### config.mk
export PLATFORM = sky130hd
export DESIGN_NAME = cpu_mem_bridge
export DESIGN_NICKNAME = d
export VERILOG_FILES = /design/src/rtl/cpu_mem_bridge.sv
export SDC_FILE = /design/constraint.sdc
export NUM_CORES = 1
export LEC_CHECK = 0
export CAP_MARGIN = 15
export CORE_ASPECT_RATIO = 1.4
export CORE_MARGIN = 8
export CORE_UTILIZATION = 54
export CTS_CLUSTER_DIAMETER = 150
export DETAILED_ROUTE_END_ITERATION = 16
export GPL_ROUTABILITY_DRIVEN = 0
export GPL_TIMING_DRIVEN = 0
export PLACE_DENSITY = 0.8
export SETUP_SLACK_MARGIN = 0.4
export SLEW_MARGIN = 20
export SYNTH_ARGS = -nofsm -noshare
export SYNTH_HDL_FRONTEND = slang
export SYNTH_SLANG_ARGS = --single-unit
### constraint.sdc
create_clock -name clock -period 2.3 [get_ports clock]
set_input_delay 0.23 -clock clock [delete_from_list [all_inputs] [get_ports clock]]
set_output_delay 0.23 -clock clock [all_outputs]
set_load 0.05 [all_outputs]
### src/rtl/cpu_mem_bridge.sv
// Bridges the CPU 20-bit byte bus to a 16-bit word memory with a req/ready handshake.
// Each new bus tuple becomes one memory access; a one-word read buffer serves same-word reads.
module cpu_mem_bridge #(
  parameter int unsigned MAXWAIT = 1
) (
  input  logic        clock,
  input  logic        reset,
  input  logic [19:0] address,
  input  logic [7:0]  o_data,
  input  logic        we,
  output logic [7:0]  i_data,
  output logic [18:0] mem_address,
  output logic [15:0] mem_wdata,
  output logic [1:0]  mem_be,
  output logic        mem_we,
  output logic        mem_req,
  input  logic [15:0] mem_rdata,
  input  logic        mem_ready
);

  typedef enum logic [1:0] {StIdle, StRd, StWr} state_e;

  state_e r_state, w_state_nxt;

  // Registered image of the CPU bus; the trigger compares against this.
  logic [19:0] r_bus_addr;
  logic [7:0]  r_bus_data;
  logic        r_bus_we;

  logic [19:0] r_srv_addr, r_lat_addr;
  logic [7:0]  r_srv_data, r_lat_data;
  logic        r_srv_we, r_lat_we, r_srv_valid;

  logic [15:0] r_buf;
  logic [18:0] r_tag;
  logic        r_buf_valid;

  logic [7:0]  r_i_data;
  logic [18:0] r_mem_addr;
  logic [15:0] r_mem_wdata;
  logic [1:0]  r_mem_be;
  logic        r_mem_we;

  logic w_trig, w_bus_hit, w_hit, w_start_rd, w_start_wr, w_rd_done, w_wr_done, w_lat_tag_hit;

  function automatic logic [7:0] sel_byte(input logic [15:0] word, input logic hi);
    return hi ? word[15:8] : word[7:0];
  endfunction

  always_ff @(posedge clock) begin
    r_bus_addr <= address;
    r_bus_data <= o_data;
    r_bus_we   <= we;
  end

  always_comb begin
    w_trig        = !r_srv_valid ||
                    ({r_bus_addr, r_bus_we, r_bus_data} != {r_srv_addr, r_srv_we, r_srv_data});
    w_bus_hit     = r_buf_valid && (r_tag == r_bus_addr[19:1]);
    w_lat_tag_hit = r_buf_valid && (r_tag == r_lat_addr[19:1]);
    w_state_nxt   = r_state;
    w_hit         = 1'b0;
    w_start_rd    = 1'b0;
    w_start_wr    = 1'b0;
    w_rd_done     = 1'b0;
    w_wr_done     = 1'b0;
    unique case (r_state)
      StIdle: begin
        if (w_trig) begin
          if (r_bus_we) begin
            w_start_wr  = 1'b1;
            w_state_nxt = StWr;
          end else if (w_bus_hit) begin
            w_hit = 1'b1;
          end else begin
            w_start_rd  = 1'b1;
            w_state_nxt = StRd;
          end
        end
      end
      StRd: begin
        if (mem_ready) begin
          w_rd_done   = 1'b1;
          w_state_nxt = StIdle;
        end
      end
      StWr: begin
        if (mem_ready) begin
          w_wr_done   = 1'b1;
          w_state_nxt = StIdle;
        end
      end
      default: w_state_nxt = StIdle;
    endcase
  end

  always_ff @(posedge clock) begin
    if (reset) begin
      r_state     <= StIdle;
      r_srv_addr  <= '0;
      r_srv_data  <= '0;
      r_srv_we    <= 1'b0;
      r_srv_valid <= 1'b0;
      r_lat_addr  <= '0;
      r_lat_data  <= '0;
      r_lat_we    <= 1'b0;
      r_buf       <= '0;
      r_tag       <= '0;
      r_buf_valid <= 1'b0;
      r_i_data    <= '0;
      r_mem_addr  <= '0;
      r_mem_wdata <= '0;
      r_mem_be    <= '0;
      r_mem_we    <= 1'b0;
    end else begin
      r_state <= w_state_nxt;
      if (w_hit) begin
        r_i_data    <= sel_byte(r_buf, r_bus_addr[0]);
        r_srv_addr  <= r_bus_addr;
        r_srv_data  <= r_bus_data;
        r_srv_we    <= r_bus_we;
        r_srv_valid <= 1'b1;
      end
      // Memory-side fields are frozen here for the whole req window.
      if (w_start_rd || w_start_wr) begin
        r_lat_addr  <= r_bus_addr;
        r_lat_data  <= r_bus_data;
        r_lat_we    <= r_bus_we;
        r_mem_addr  <= r_bus_addr[19:1];
        r_mem_wdata <= {r_bus_data, r_bus_data};
        r_mem_we    <= w_start_wr;
        r_mem_be    <= w_start_rd ? 2'b11 : (r_bus_addr[0] ? 2'b10 : 2'b01);
      end
      if (w_rd_done) begin
        r_buf       <= mem_rdata;
        r_tag       <= r_lat_addr[19:1];
        r_buf_valid <= 1'b1;
        r_i_data    <= sel_byte(mem_rdata, r_lat_addr[0]);
      end
      if (w_wr_done) begin
        r_i_data <= r_lat_data;
        if (w_lat_tag_hit) begin
          if (r_lat_addr[0]) r_buf[15:8] <= r_lat_data;
          else               r_buf[7:0]  <= r_lat_data;
        end
      end
      if (w_rd_done || w_wr_done) begin
        r_srv_addr  <= r_lat_addr;
        r_srv_data  <= r_lat_data;
        r_srv_we    <= r_lat_we;
        r_srv_valid <= 1'b1;
      end
    end
  end

  assign i_data      = r_i_data;
  assign mem_address = r_mem_addr;
  assign mem_wdata   = r_mem_wdata;
  assign mem_be      = r_mem_be;
  assign mem_we      = r_mem_we;
  assign mem_req     = (r_state != StIdle);

endmodule

==> results.json, run 1 <==
{
  "first_global_vias": 6316,
  "root_buffer": "clkbuf_16",
  "fin_tns_setup_ps": -10680,
  "antenna_left": 0,
  "cts_tree": "done",
  "setup_viol": 86,
  "via_per_inst": 6.68,
  "grt_pass1_wl_um": 33100,
  "syn_area_mm2": 0.00643,
  "io_buffer_count": 93,
  "status": "finished with violations",
  "finalWirelength_um": 27100,
  "seqPwrFrac_pct": 35.3,
  "grt_overflow": 0,
  "max_slew_margin_pct": 26.6,
  "drive_above_1_share_pct": 29.4,
  "avgSynthCellArea_um2": 9.49,
  "initial_utilization_pct": 55.0,
  "max_clock_freq_ghz": 0.384,
  "sw_frac_of_total_pct": 31.5,
  "nets": 876,
  "hold_slack_ps": 232,
  "r2r_cells": 8,
  "grt_use_total_pct": 27.1,
  "rsz0062_at_grt": "yes",
  "numCtsBuffers": 17,
  "die-width_um": 108,
  "clock_sinks": 137,
  "cp-start-kind": "flip-flop",
  "hold_viol": 0,
  "final_cells": 984,
  "htree_levels": 4,
  "endpoint": "r_buf[12]",
  "cp_cell_sequence": "xnor2_2 > nand4_1 > nor4_4 > buf_4 > nand3_4 > buf_6 > nor2_1 > a211oi_1",
  "synth.area.top_cells": "dfxtp_1 43%, mux2i_1 12%, nand2_1 5.7%",
  "power_frac_clock_pct": 39.8,
  "violations": "setup timing",
  "syn_nets": 729,
  "intPower_mw": 5.42,
  "path_max_fanout": 6,
  "post-dp-hpwl_um": 13900,
  "ys_types": 41,
  "max_stage_delay_ps": 560,
  "cts.reportedPaths.clkPinSlew_ps": 60,
  "timing.rr.end": "r_buf[12]",
  "grt_max_degree": 17,
  "cp.required_ps": 2570,
  "regToRegSetupSlack_ps": -310,
  "crit_slowest_cell": "nor4_4",
  "drv_slew": 0,
  "period_needed_ps": 2610,
  "drc": 0,
  "power_density_mw_per_mm2": 832,
  "fp-row-count": 47,
  "leakage_nw": 3.93,
  "areaGrowthSynthToFinish_pct": 48.0,
  "yosysTopAreaCellShare_pct": 42.6,
  "p_switching_mw": 2.50,
  "worst_slack_ps": -305,
  "hold_path_class": "in -> reg",
  "dp.cells": 918,
  "firstDrtPassIters": 6,
  "finalCritPeriodShare_pct": 113,
  "n_antenna_cell": 0,
  "yosysTopAreaCell": "dfxtp_1",
  "fp.dieH_um": 145,
  "crit_path_end_kind": "flip-flop",
  "fin_skew_ps": 8.22,
  "ios": 95,
  "r2r_start": "r_lat_addr[6]",
  "die-area_mm2": 0.0157,
  "wl_per_cell_um": 27.5,
  "clockBufferDepth": 2,
  "yosysWarnings": 0,
  "ys_ff_latch": 137,
  "antenna_found_initial": 0,
  "ys.flop_type": "dfxtp_1",
  "ir_worst_vdd_uv": 612,
  "fillCellCount": 609,
  "coreArea_mm2": 0.0117,
  "async_reset_ff_share_pct": 0,
  "crit_type": "reg -> reg",
  "clk_latency_ps": 430,
  "synth_edf_count": 0,
  "syn_inst": 678,
  "worst_pin_slew_ps": 1100,
  "critical_path_arrival_ps": 2870,
  "comb_power_share_pct": 25.0,
  "vias": 6577,
  "cap_viol_max_count": 0,
  "cp-startpoint": "r_lat_addr[6]",
  "seq_area_frac_synth_pct": 42.6,
  "drtIter0Drc": 771
}
## through the flow
| step | power (mW) | utilization, % | instance area (um2) | worst slack (ps) |
|---|---|---|---|---|
| floorplan | 3.81 | - | 6490 | 361 |
| global placement | 4.28 | 65.0 | 7610 | -424 |
| detailed placement | 4.33 | 65.0 | 7610 | -485 |
| CTS | 7.45 | 74.2 | 8690 | 80.7 |
| global route | 8.06 | 81.3 | 9520 | -357 |
| finish | 7.92 | 81.3 | 9520 | -305 |
## worst min path at each step
stage | from | endpoint | cells past startpoint
after floorplan | address[0] | r_bus_addr[0] | 0
after global placement | i_data[2] | i_data[2] | 2
after detailed placement | i_data[6] | i_data[6] | 2
after CTS | address[9] | r_bus_addr[9] | 1
after global routing | address[10] | r_bus_addr[10] | 1
final | address[17] | r_bus_addr[17] | 1
## power by group through the flow
stage          Combinational [mW]  Sequential [mW]  Clock [mW]
2_1_floorplan               0.941             2.87           0
3_3_place_gp                 1.50             2.79           0
3_5_place_dp                 1.53             2.80           0
4_1_cts                      1.62             2.75        3.08
5_1_grt                      2.04             2.80        3.22
6_report                     1.98             2.79        3.15
## layout make-up
cell class / instances / area [um2] / share of cell area (%)
plain buffers: 77 / 637 / 6.69
well taps: 147 / 184 / 1.93
multi-input cells: 449 / 3840 / 40.4
repair buffers: 128 / 1360 / 14.3
clock inverters: 13 / 225 / 2.37
flip-flops and latches: 137 / 2770 / 29.1
inverters: 15 / 60.1 / 0.631
clock buffers: 18 / 439 / 4.61
## cell families (layout without fill, tap and decap cells)
logic type / after synthesis / count (layout) / synth area share [%]
flops: 137 / 137 / 42.6
fa+ha+maj: 3 / 3 / 0.584
buf+inv: 92 / 251 / 7.92
xor+xnor: 67 / 67 / 9.12
simple gates: 183 / 183 / 13.7
mux: 80 / 80 / 12.5
compound gates: 116 / 116 / 13.6
## synth_stat cells, types with 2 or more instances
cell	instances
a32o_1	2
xor2_1	31
xnor2_1	36
o31ai_1	20
a31o_2	9
buf_4	31
o221a_1	2
a211oi_1	48
and2_1	4
a31oi_1	2
nor2_1	22
buf_2	8
buf_6	5
mux2i_1	80
nand2_1	97
nor2b_1	9
a21oi_1	20
nand3_1	3
clkbuf_1	31
nand4_1	31
buf_1	2
dfxtp_1	137
a221oi_1	8
inv_1	14
nor4_1	4
nor4_2	4
nand2b_1	2
ha_1	3
## flip-flops by register name, summed over array words and instances, names as in the netlist
| name | cells |
|---|---|
| r_buf | 16 |
| mem_we | 1 |
| r_lat_addr | 20 |
| i_data | 8 |
| r_lat_we | 1 |
| r_state | 2 |
| r_bus_we | 1 |
| mem_wdata | 1 |
| r_srv_we | 1 |
| r_bus_data | 8 |
| r_bus_addr | 20 |
| r_tag | 19 |
| r_buf_valid | 1 |
| r_lat_data | 7 |
| r_srv_valid | 1 |
| r_srv_data | 8 |
| r_srv_addr | 20 |
| mem_be | 2 |
## worst max-delay path: cells and delay by family, from the launching register on
kind	cells	cell delay (ps)
AO/OA/AOI/OAI	1	90
XOR/XNOR	1	350
buffers and inverters	2	420
flip-flops	1	370
AND/OR/NAND/NOR	4	1210
## repair_timing
item / 4_1_cts / 5_1_grt
hold buffers: 0 / 0
setup endpoints to repair: 144 / 111
pin swaps: 12 / 34
cloned: 4 / 6
resized for setup: 109 / 124
setup buffers: 14 / 11
## layout by cell type, fill, tap and decap left out, types with 7 or more instances in the layout
| cell type | count |
|---|---|
| nor2_2 | 7 |
| buf_12 | 8 |
| nand2_1 | 96 |
| buf_4 | 46 |
| dlygate4sd2_1 | 31 |
| clkbuf_16 | 23 |
| dfxtp_2 | 15 |
| a211oi_2 | 20 |
| a31o_2 | 8 |
| xnor2_1 | 26 |
| o31ai_4 | 11 |
| o31ai_2 | 8 |
| a211oi_1 | 26 |
| dfxtp_1 | 119 |
| xor2_1 | 26 |
| nand4_1 | 31 |
| clkbuf_2 | 7 |
| clkbuf_1 | 19 |
| mux2i_1 | 80 |
| xnor2_2 | 9 |
| a21oi_1 | 19 |
| nor2_1 | 11 |
| buf_6 | 14 |
| nor2b_1 | 9 |
| clkdlybuf4s50_1 | 57 |
| inv_1 | 11 |
## per-layer routing
metal / global-route usage (%) / wire length [um] / up-vias / share of wire [%]
met1: 27.2 / 8940 / 3157 / 33
met2: 47.2 / 13100 / 573 / 49
met5: 0 / 0 / - / 0
met4: 19.8 / 2190 / 0 / 8.1
met3: 6.03 / 2790 / 183 / 10
li1: - / - / 2664 / -
Note: power is estimated with default switching activity, not from simulation.
==> run 2: changes to the inputs <==
==> constraint.sdc (replaced) <==
create_clock -name clock -period 2.5 [get_ports clock]
set_input_delay 0.25 -clock clock [delete_from_list [all_inputs] [get_ports clock]]
set_output_delay 0.25 -clock clock [all_outputs]
set_load 0.05 [all_outputs]
==> results.json, run 2 (same netlist as run 1, synthesis figures left out) <==
{
  "cp.buffers_inverters": 3,
  "leakage_nw": 3.69,
  "initial_utilization_pct": 55.0,
  "clk_latency_ps": 420,
  "dr.max_layer_used": "met4",
  "cts_tree": "done",
  "antenna_left": 0,
  "post-dp-hpwl_um": 13800,
  "max_stage_delay_ps": 360,
  "cp_cell_sequence": "xor2_2 > nor4_4 > nand4_2 > buf_6 > o2111ai_4 > and2_4 > buf_12 > clkbuf_16 > o31ai_1",
  "regToRegSetupSlack_ps": 70,
  "die-area_mm2": 0.0157,
  "clock_sinks": 137,
  "drv_slew": 0,
  "crit_path_end_kind": "flip-flop",
  "grt_use_total_pct": 26.4,
  "htree_levels": 4,
  "status": "complete, no violations",
  "final_cell_mix": "123 x dfxtp_1, 97 x nand2_1, 83 x clkdlybuf4s50_1",
  "firstDrtPassIters": 7,
  "drtIter0Drc": 518,
  "cp-start-kind": "flip-flop",
  "rsz0062_at_grt": "yes",
  "sw_frac_of_total_pct": 30.9,
  "cp.required_ps": 2770,
  "vias": 6083,
  "numCtsBuffers": 17,
  "layout_commonest_cell": "dfxtp_1",
  "hold_path_class": "in -> reg",
  "n_antenna_cell": 0,
  "drive_above_1_share_pct": 22.4,
  "fin_skew_ps": 8.48,
  "final_area_mm2": 0.00900,
  "min_path_cells": 1,
  "hold_path_end": "r_bus_addr[14]",
  "grt_overflow": 0,
  "max_clock_freq_ghz": 0.411,
  "placed_cell_area_mm2": 0.00755,
  "fp.dieH_um": 145,
  "coreArea_mm2": 0.0117,
  "hold_viol": 0,
  "multi_input_area_mm2": 0.00353,
  "first_global_vias": 6126,
  "grt_max_degree": 17,
  "setup_viol": 0,
  "critical_path_arrival_ps": 2700,
  "root_buffer": "clkbuf_16",
  "nets": 867,
  "power_frac_clock_pct": 35.8,
  "hold_start": "address[14]",
  "cap_viol_max_count": 0,
  "via_per_inst": 6.26,
  "grt_pass1_wl_um": 32400,
  "fp-row-count": 47,
  "path_max_fanout": 8,
  "power_density_mw_per_mm2": 734,
  "crit_family": "simple AND/OR/NAND/NOR gates",
  "wl_per_cell_um": 23.2,
  "worst_pin_slew_ps": 899,
  "seqPwrFrac_pct": 38.7,
  "cts.reportedPaths.clkPinSlew_ps": 50,
  "ios": 95,
  "io_buffer_count": 93,
  "crit_type": "reg -> reg",
  "max_slew_margin_pct": 40.0,
  "finalCritPeriodShare_pct": 97.3,
  "fillCellCount": 703,
  "comb_power_share_pct": 25.5,
  "p_switching_mw": 2.04,
  "areaGrowthSynthToFinish_pct": 40.0,
  "drt-met1-wl_um": 7750,
  "drc": 0,
  "reg.largest.list": "r_bus_addr: 20 flops, r_lat_addr: 20 flops, r_srv_addr: 20 flops",
  "r2r_start": "r_bus_data[3]",
  "r2r_cells": 9,
  "intPower_mw": 4.56,
  "wl_met3_um": 1770,
  "ff_latch_area_mm2": 0.00277,
  "ir_worst_vdd_uv": 555,
  "p_total_mw": 6.61,
  "crit_slowest_cell": "nor4_4",
  "period_needed_ps": 2430,
  "die-width_um": 108,
  "antenna_found_initial": 0,
  "timing.rr.end": "r_srv_addr[2]",
  "finalWirelength_um": 22600,
  "clockBufferDepth": 2,
  "wl_met2_um": 11300
}
==> run 2: worst max path at each step <==
stage / start / cells after the start / end
2_1_floorplan: r_state[1] / 9 / r_srv_addr[11]
3_5_place_dp: mem_ready / 8 / r_buf[0]
5_1_grt: r_bus_addr[15] / 9 / r_srv_addr[2]
3_3_place_gp: mem_ready / 8 / r_buf[10]
4_1_cts: r_bus_data[3] / 9 / r_srv_addr[8]
6_report: r_bus_data[3] / 9 / r_srv_addr[2]
==> run 2: through the flow <==
step	setup WS, ps	hold WS [ps]	TNS, ps	util (%)	instances
finish	66.3	265	0	76.9	972
global route	12.4	268	0	76.9	972
CTS	288	264	0	74.1	963
detailed placement	-583	446	-18240	64.5	918
global placement	-542	442	-14900	64.5	918
floorplan	464	278	0	-	678
==> run 2: worst register-to-register path: stages, from the launching register on <==
cell and delay [ps]:
dfxtp_4 350, xor2_2 190, nor4_4 360, nand4_2 310
buf_6 230, o2111ai_4 250, and2_4 220, buf_12 150
clkbuf_16 150, o31ai_1 80
==> run 2: area by class of cell <==
type | instances | area share, %
multi-input combinational | 449 | 39.3
sequential | 137 | 30.7
timing repair buffer | 119 | 14.3
buffer | 77 | 7.03
clock buffer | 25 | 5.62
tap | 147 | 2.04
inverter | 15 | 0.626
clock inverter | 3 | 0.445
==> run 2: power by group through the flow <==
| stage | Sequential [mW] | Clock (mW) | Combinational (mW) |
|---|---|---|---|
| 2_1_floorplan | 2.64 | 0 | 0.842 |
| 3_3_place_gp | 2.56 | 0 | 1.34 |
| 3_5_place_dp | 2.57 | 0 | 1.37 |
| 4_1_cts | 2.53 | 2.34 | 1.53 |
| 5_1_grt | 2.56 | 2.45 | 1.74 |
| 6_report | 2.55 | 2.37 | 1.69 |
==> run 2: metal layers <==
layer,vias up,global-route usage [%]
met1,2851,26.6
met4,0,19.9
met2,436,45.1
li1,2653,-
met3,143,6.65
met5,-,0
==> run 2: timing repair <==
action | in CTS | in global routing
pin swaps | 30 | 12
gates cloned | 5 | 3
hold buffers | 0 | 0
setup buffers | 12 | 6
setup endpoints to repair | 110 | 114
resized for setup | 102 | 58
==> run 3: changes to the inputs <==
--- a/config.mk
+++ b/config.mk
@@ -14,7 +14,6 @@
 export GPL_ROUTABILITY_DRIVEN = 0
 export GPL_TIMING_DRIVEN = 0
 export PLACE_DENSITY = 0.8
-export SETUP_SLACK_MARGIN = 0.4
 export SLEW_MARGIN = 20
 export SYNTH_ARGS = -nofsm -noshare
 export SYNTH_HDL_FRONTEND = slang
==> results.json, run 3 (same netlist as run 1, synthesis figures left out) <==
{
  "crit_type": "reg -> reg",
  "die-width_um": 108,
  "post-dp-hpwl_um": 13800,
  "reg.largest.list": "r_bus_addr: 20 flops, r_lat_addr: 20 flops, r_srv_addr: 20 flops",
  "period_needed_ps": 2380,
  "status": "complete, no violations",
  "setup_viol": 0,
  "cts.reportedPaths.clkPinSlew_ps": 60,
  "antenna_found_initial": 0,
  "worst_pin_slew_ps": 812,
  "fp.dieH_um": 145,
  "via_per_inst": 5.97,
  "critical_path_arrival_ps": 2720,
  "worst_slack_ps": 116,
  "htree_levels": 4,
  "grt_use_total_pct": 24.6,
  "cp.required_ps": 2840,
  "max_clock_freq_ghz": 0.419,
  "cp_cell_sequence": "inv_1 > ha_1 > and2_1 > buf_2 > buf_2 > clkbuf_2 > nand2_1 > a21oi_1",
  "cp-start-kind": "flip-flop",
  "areaGrowthSynthToFinish_pct": 26.7,
  "grt_overflow": 0,
  "crit_slowest_cell": "and2_1",
  "fin_skew_ps": 7.18,
  "grt_pass1_wl_um": 30600,
  "antenna_left": 0,
  "grt_max_degree": 17,
  "cap_viol_max_count": 0,
  "path_max_fanout": 10,
  "max_slew_margin_pct": 45.8,
  "final_cell_mix": "137 x dfxtp_1, 97 x nand2_1, 93 x clkdlybuf4s50_1",
  "n_antenna_cell": 0,
  "layout_commonest_cell": "dfxtp_1",
  "firstDrtPassIters": 5,
  "clock_sinks": 137,
  "drive_above_1_share_pct": 12.6,
  "fillCellCount": 892,
  "finalCritPeriodShare_pct": 95.4,
  "hold_buffers": 0,
  "leakage_nw": 3.26,
  "clockBufferDepth": 2,
  "numCtsBuffers": 17,
  "dp_slack_ps": -430,
  "crit_top_cell": "buf_2",
  "hold_path_class": "in -> reg",
  "r2r_start": "r_state[1]",
  "coreArea_mm2": 0.0117,
  "power_density_mw_per_mm2": 776,
  "nets": 842,
  "wl_per_cell_um": 20.4,
  "rsz0062_at_grt": "yes",
  "root_buffer": "clkbuf_16",
  "drv_slew": 0,
  "die-area_mm2": 0.0157,
  "initial_utilization_pct": 55.0,
  "crit_path_end_kind": "flip-flop",
  "vias": 5676,
  "utilization_pct": 69.6,
  "hold_viol": 0,
  "clk_latency_ps": 420,
  "drtIter0Drc": 383,
  "first_global_vias": 6032,
  "fp-row-count": 47,
  "io_buffer_count": 93,
  "ios": 95,
  "drc": 0,
  "cts_tree": "done",
  "hold_start": "address[9]",
  "ir_worst_vdd_uv": 487,
  "cp-startpoint": "r_state[1]",
  "finalWirelength_um": 19400,
  "max_stage_delay_ps": 390
}
run 3: cell types whose count changed in the layout (fill, tap and decap cells not counted), sizes merged:
| cell | delta |
|---|---|
| clkinv | +3 |
| clkdlybuf4s15 | -1 |
| dlygate4sd2 | -4 |
| buf | -21 |
| dlymetal6s2s | -5 |
| clkbuf | -6 |
| clkdlybuf4s50 | +10 |
| clkinvlp | +2 |
run 3: critical path: cells and delay by family (launching register included):
kind                     cells  cell delay, ps
buffers and inverters        4            1130
AND/OR/NAND/NOR              2             500
flip-flops                   1             330
adder cells (fa/ha/maj)      1             170
AO/OA/AOI/OAI                1             160
run 3: per-stage QoR:
step | cell area [um2] | cells | total power, mW | hold slack, ps | setup TNS (ps)
floorplan | 6430 | 678 | 3.48 | 278 | 0
global placement | 7550 | 918 | 3.92 | 445 | -11010
detailed placement | 7550 | 918 | 3.95 | 446 | -14040
CTS | 8130 | 950 | 6.30 | 265 | 0
global route | 8150 | 950 | 6.51 | 265 | -7.95
finish | 8150 | 950 | 6.32 | 268 | 0
run 3: repair_timing:
| item | CTS | global route |
|---|---|---|
| setup buffers | 1 | 1 |
| resized for setup | 6 | 8 |
| endpoints found under the setup margin | 42 | 74 |
| pin swaps | 1 | 1 |
run 3: path summary, 6_finish.rpt:
check,slack (ps),end,depth (start not counted)
min reg2reg,460,i_data[0],2
max,120,r_tag[18],8
min,270,r_bus_addr[9],1
max reg2reg,120,r_tag[18],8
run 3: where the power goes:
| group | total, mW | leakage [nW] | internal (mW) | switching (mW) |
|---|---|---|---|---|
| clock | 2.38 | 0.275 | 1.46 | 0.925 |
| sequential | 2.54 | 1.13 | 2.35 | 0.195 |
| combinational | 1.40 | 1.86 | 0.582 | 0.815 |
run 3: cell type report:
| class | count | area [um2] | area share [%] |
|---|---|---|---|
| Sequential cell | 137 | 2740 | 33.7 |
| Inverter | 15 | 56.3 | 0.691 |
| Tap cell | 147 | 184 | 2.26 |
| Multi-Input combinational cell | 449 | 3200 | 39.3 |
| Clock inverter | 8 | 70.1 | 0.860 |
| Timing Repair Buffer | 95 | 946 | 11.6 |
| Clock buffer | 23 | 488 | 5.99 |
| Buffer | 76 | 460 | 5.65 |
run 3: layer usage:
| layer | wire (um) | global-route usage [%] |
|---|---|---|
| met3 | 1340 | 6.03 |
| met5 | 0 | 0 |
| met4 | 942 | 16.6 |
| met1 | 7270 | 25.5 |
| met2 | 9840 | 42.0 |
